**src/rtl/hazard_ctrl_pkg.sv**
```systemverilog
// Shared types and constants for the pipeline hazard controller.
package hazard_ctrl_pkg;

  typedef enum logic [1:0] {
    ST_RUN     = 2'd0,
    ST_MEMWAIT = 2'd1,
    ST_STOP    = 2'd2
  } hz_state_e;

  localparam int MEMTO_DEFAULT = 255;
  localparam int CNT_W         = 16;
  localparam int TIMER_W       = 8;

  // Increment a statistics counter, sticking at all-ones.
  function automatic logic [CNT_W-1:0] sat_inc(input logic [CNT_W-1:0] v);
    return (v != '1) ? v + CNT_W'(1) : v;
  endfunction

endpackage

```
**src/rtl/hazard_ctrl_mem_wait_timer.sv**
```systemverilog
// Counts consecutive data-memory wait cycles and flags when the count
// being written reaches the MEMTO limit.
module mem_wait_timer
  import hazard_ctrl_pkg::*;
#(
  parameter int MEMTO = MEMTO_DEFAULT
) (
  input  logic CLK,
  input  logic RSTn,
  input  logic load,
  input  logic inc,
  input  logic clr,
  output logic expired
);

  logic [TIMER_W-1:0] timer_q, timer_d;

  // Next timer value: clear wins, then load to one, then increment.
  always_comb begin
    timer_d = timer_q;
    if (clr) begin
      timer_d = '0;
    end else if (load) begin
      timer_d = TIMER_W'(1);
    end else if (inc && timer_q != '1) begin
      timer_d = timer_q + TIMER_W'(1);
    end
  end

  assign expired = (load || inc) && (timer_d >= TIMER_W'(MEMTO));

  // Timer register, cleared asynchronously by reset.
  always_ff @(posedge CLK or negedge RSTn) begin
    if (!RSTn) begin
      timer_q <= '0;
    end else begin
      timer_q <= timer_d;
    end
  end

endmodule

```
**src/rtl/hazard_ctrl.sv**
```systemverilog
// Pipeline hazard controller: load-use stalls, branch redirect flushes,
// data-memory wait freezes with timeout, and halt handling.
module hazard_ctrl
  import hazard_ctrl_pkg::*;
#(
  parameter int MEMTO = MEMTO_DEFAULT
) (
  input  logic             CLK,
  input  logic             RSTn,
  input  logic [4:0]       rs1id,
  input  logic [4:0]       rs2id,
  input  logic             users1id,
  input  logic             users2id,
  input  logic [4:0]       destex,
  input  logic             memreadex,
  input  logic             redirectex,
  input  logic             dreq,
  input  logic             dready,
  input  logic             haltwb,
  output logic             pcwrite,
  output logic             ifidwrite,
  output logic             idexwrite,
  output logic             exmemwrite,
  output logic             ifidflush,
  output logic             idexbubble,
  output logic             memwbbubble,
  output logic             halted,
  output logic             memerr,
  output logic [CNT_W-1:0] luscnt,
  output logic [CNT_W-1:0] memwcnt
);

  hz_state_e        state_q, state_d;
  logic             halted_q, halted_d;
  logic             memerr_q, memerr_d;
  logic [CNT_W-1:0] luscnt_q, luscnt_d;
  logic [CNT_W-1:0] memwcnt_q, memwcnt_d;

  logic loaduse, memstall;
  logic tmr_load, tmr_inc, tmr_clr, tmr_expired;

  assign loaduse  = memreadex && (destex != 5'd0) &&
                    ((users1id && rs1id == destex) || (users2id && rs2id == destex));
  assign memstall = dreq && !dready;

  assign tmr_load = (state_q == ST_RUN) && memstall;
  assign tmr_inc  = (state_q == ST_MEMWAIT) && memstall;
  assign tmr_clr  = (state_q == ST_MEMWAIT) && !memstall;

  mem_wait_timer #(.MEMTO(MEMTO)) u_timer (
    .CLK     (CLK),
    .RSTn    (RSTn),
    .load    (tmr_load),
    .inc     (tmr_inc),
    .clr     (tmr_clr),
    .expired (tmr_expired)
  );

  // Next state, sticky status, counters and stage-control decode.
  always_comb begin
    state_d     = state_q;
    halted_d    = halted_q;
    memerr_d    = memerr_q;
    luscnt_d    = luscnt_q;
    memwcnt_d   = memwcnt_q;
    pcwrite     = 1'b0;
    ifidwrite   = 1'b0;
    idexwrite   = 1'b0;
    exmemwrite  = 1'b0;
    ifidflush   = 1'b0;
    idexbubble  = 1'b0;
    memwbbubble = 1'b0;
    case (state_q)
      ST_RUN, ST_MEMWAIT: begin
        if (memstall) begin
          memwbbubble = 1'b1;
          memwcnt_d   = sat_inc(memwcnt_q);
          state_d     = ST_MEMWAIT;
        end else begin
          state_d    = ST_RUN;
          pcwrite    = 1'b1;
          ifidwrite  = 1'b1;
          idexwrite  = 1'b1;
          exmemwrite = 1'b1;
          if (redirectex) begin
            ifidflush  = 1'b1;
            idexbubble = 1'b1;
          end else if (loaduse) begin
            pcwrite    = 1'b0;
            ifidwrite  = 1'b0;
            idexbubble = 1'b1;
            luscnt_d   = sat_inc(luscnt_q);
          end
        end
        if (haltwb) begin
          state_d  = ST_STOP;
          halted_d = 1'b1;
        end else if (tmr_expired) begin
          state_d  = ST_STOP;
          memerr_d = 1'b1;
        end
      end
      default: begin
        state_d = ST_STOP;
      end
    endcase
    if (!RSTn) begin
      pcwrite     = 1'b0;
      ifidwrite   = 1'b0;
      idexwrite   = 1'b0;
      exmemwrite  = 1'b0;
      ifidflush   = 1'b0;
      idexbubble  = 1'b0;
      memwbbubble = 1'b0;
    end
  end

  // State, status and counter registers, cleared asynchronously by reset.
  always_ff @(posedge CLK or negedge RSTn) begin
    if (!RSTn) begin
      state_q   <= ST_RUN;
      halted_q  <= 1'b0;
      memerr_q  <= 1'b0;
      luscnt_q  <= '0;
      memwcnt_q <= '0;
    end else begin
      state_q   <= state_d;
      halted_q  <= halted_d;
      memerr_q  <= memerr_d;
      luscnt_q  <= luscnt_d;
      memwcnt_q <= memwcnt_d;
    end
  end

  assign halted  = halted_q;
  assign memerr  = memerr_q;
  assign luscnt  = luscnt_q;
  assign memwcnt = memwcnt_q;

endmodule

```
**config.mk**
```make
export PLATFORM = sky130hd
export DESIGN_NAME = hazard_ctrl
export DESIGN_NICKNAME = d
export VERILOG_FILES = /design/src/rtl/hazard_ctrl_pkg.sv /design/src/rtl/hazard_ctrl_mem_wait_timer.sv /design/src/rtl/hazard_ctrl.sv
export SDC_FILE = /design/constraint.sdc
export NUM_CORES = 1
export LEC_CHECK = 0
export CORE_MARGIN = 5
export CORE_UTILIZATION = 36
export DETAILED_ROUTE_END_ITERATION = 16
export HOLD_SLACK_MARGIN = 0.03
export PLACE_DENSITY = 0.75
export SYNTH_ARGS = -nofsm -noshare
export SYNTH_HDL_FRONTEND = slang
export SYNTH_HIERARCHICAL = 1
export SYNTH_SLANG_ARGS = --single-unit
```
**constraint.sdc**
```tcl
create_clock -name CLK -period 4.3 [get_ports CLK]
set_clock_uncertainty 0.1 [all_clocks]
set_input_delay 0.43 -clock CLK [delete_from_list [all_inputs] [get_ports CLK]]
set_output_delay 0.43 -clock CLK [all_outputs]
set_load 0.02 [all_outputs]
```
==> results by group <==
CTS
  – Depth of the CTS H-tree: 2
  – Num CTS Buffers: 5
  – Setup bufs post-CTS: 0
  – Post-CTS sizing: 0
  – Cts hold-fix bufs: 1
  – CTS tree: built
  – Clock transition at the registers of the reported paths: roughly 0.080 ns
  – Deepest clock path buffer count: 2
  – Clock sink count: between 40 and 50
  – CTS root buffer: clkbuf_8
  – Worst-Skew Late Latency: between 0.2 and 0.3 ns

Critical path
  – Worst r2r dst: state_q[1]
  – Flop2flop setup slack: 1.89 ns
  – Launching point of the worst reg2reg path: state_q[1]
  – Crit path required time: between 3 and 4 ns
  – Top fanout value on the critical path: 17
  – Crit end category: primary output
  – Crit start category: primary input
  – Reg2reg path depth: 8
  – Critical path class: primary input to primary output
  – Worst path arrival time: between 2 and 3 ns

Layout
  – Fin nets: 335
  – Share of layout cells above drive strength 1: under 10%
  – Core Util, Final: between 40% and 50%
  – Synth-to-Final Area Change: 34.12%
  – Diodes inserted: 0

GRT
  – Total GRT Usage: roughly an eighth
  – Total grt overflow: 0
  – Initial antenna violation count: 0
  – First-pass GRT wire length: a little over 9000 um
  – Largest net degree at the start of global routing: 33
  – Number of global-route vias before repair: approximately 2,000

Worst hold path
  – Hold Path Cell Cnt: 1
  – HP Class: flip-flop to flip-flop
  – Worst hold start: memerr
  – Hold Path Sink: memerr

Timing
  – Finish-stage setup viols: 0
  – Fmax: around 310 MHz
  – Tcrit/Tclk final: 74.15%
  – Max Slew Vio Count: 0
  – Measured slew at the worst slew-check pin: approximately 0.57 ns
  – RSZ-0062 raised after global routing: false
  – Hold Vio Cnt, Final: 0
  – Setup TNS: 0 ns
  – Max transition margin: about three fifths
  – Final min period: around 3.2 ns

Yosys
  – Top cell type's share of synthesized area: 46.34%
  – Top cells by area, synth: dfrtp_1 46%, xnor2_1 7.7%, xor2_1 6.6%, nor2_1 3.9%, nand3_1 3.8%
  – Synth Flop Type: dfrtp_1
  – Post-Syn Area per Cell: just under 10 sq um
  – Synth area leader: dfrtp_1
  – Cell variety after synth: 42
  – Synth Cell Area: 0.002376 sq mm
  – Yosys warnings: 6
  – Synthesized instance count: 240
  – Top cells by count, synth: 44 x dfrtp_1, 25 x nor2_1, 21 x xnor2_1
  – Register area share after synthesis: 46.34%
  – Async SR Flop Fraction: 100.0%
  – Synthesized flop and latch total: 44
  – Number of synthesized flops with an enable pin: 0
  – Leading cell type by number of instances after synthesis: dfrtp_1
  – Synthesized Nets: 267

Pwr
  – Clock power share: 39.6%
  – Combinational share of power: under 10%
  – Switching part of the total: a little over a fifth
  – VDD IR-drop max: about 0.17 mV
  – Int Pwr: roughly 620 uW
  – Net switching power: between 150 and 200 uW
  – Pwr Density: 248.0 mW/mm^2
  – Sequential power share: between 50% and 60%
  – LEAKAGE: roughly 1.4 nW

Floorplanning
  – Rows: 29
  – Initial core utilization: between 30% and 40%
  – CORE AREA: around 0.0064 sq mm
  – IO Pins: 65
  – Die ar.: 0.008325 sq mm
  – Die W: just over 90 um
  – Die Ht: ~91 um

Place
  – Routability cong.: 0.8903
  – DP HPWL: ~4100 um
  – Input/output buffers: 64

Detailed routing
  – Drt initial violations: 89
  – Post-route ant nets: 0
  – Total number of vias: just over 2,000
  – DRC Markers: 0
  – Post-DR wirelength/cell: between 10 and 15 um
  – Drt pass-1 iters: 4
  – Total Wirelength: approximately 5500 um
  – Vias per std cell: ~5.2

Flow run
  – MaxCap Viol Count: 0

Outcome
  – Status: completed
==> critical path, stage by stage <==
cell             delay [ns]
clkdlybuf4s50_1        0.47
or4_1                  0.57
o211ai_2               0.15
buf_4                  0.23
nor2_1                 0.06
nor2_1                 0.13
clkdlybuf4s50_1        0.63
==> cells by family after synthesis <==
family	Yosys count	share of synthesized area, %
fa+ha+maj	3	1.580
compound gates	20	5.740
buf+inv	11	3.054
xor+xnor	39	14.38
flops	44	46.34
simple gates	118	26.65
mux	5	2.264
==> state kept, by name, summed over array words and instances, names as in the netlist <==
signal           cells
state_q              2
luscnt              16
memerr               1
halted               1
u_timer/timer_q      8
memwcnt             16
==> metrics by stage <==
stage          area (sq um)  hold slack (ns)  total power [mW]  worst slack, ns  cells
3_3_place_gp           3069           0.2439            0.4850            1.159    377
6_report               3187           0.3584            0.7903            1.111    386
5_1_grt                3187           0.3789            0.8214            1.017    386
2_1_floorplan          2376          0.03441            0.4456            1.720    240
4_1_cts                3187           0.3658            0.7982            1.103    386
3_5_place_dp           3069           0.2488            0.4861            1.104    377
==> final cells by class <==
class,count,area (sq um)
clock buffer,6,72.57
inverter,5,18.77
timing repair buffer,67,660.6
clock inverter,2,35.03
fill,586,3199
tap,77,96.34
sequential,44,1101
multi-input combinational,185,1202
==> how the worst max path moves through the flow <==
stage          slack, ns  startpoint         to
2_1_floorplan       1.72   destex[1]    pcwrite
5_1_grt             1.02   destex[1]  ifidwrite
3_3_place_gp        1.16   destex[1]  ifidwrite
3_5_place_dp        1.10   destex[1]  ifidwrite
6_report            1.11   destex[1]  ifidwrite
4_1_cts             1.10   destex[1]  ifidwrite
==> power by group through the flow <==
stage / sequential, mW / clock (mW) / combinational (mW)
finish: 0.419 / 0.313 / 0.0583
global route: 0.420 / 0.337 / 0.0644
CTS: 0.419 / 0.319 / 0.0596
detailed placement: 0.427 / 0 / 0.0586
global placement: 0.427 / 0 / 0.0578
floorplan: 0.430 / 0 / 0.0158
==> per-layer routing <==
metal	global-route usage (%)	part of all wire [%]	wire length, um	up-vias
li1	-	-	-	974
met1	17.62	45	2450	971
met2	21.69	48	2655	65
met3	2.893	5.6	304	8
met4	3.667	1.2	64	0
met5	0	0	0	-
==> layout by cell type (no fill, tap or decap), drive strengths merged, types with 4 or more instances in the layout <==
cell type	count
nor3	12
nand2	20
clkbuf	6
inv	5
or4	4
xor2	18
dfrtp	44
xnor2	21
nand3	19
clkdlybuf4s50	63
nor2	25
nor4	4
a21oi	5
nand4	11
and3	6
No activity file was read; power rests on OpenSTA's default activity.
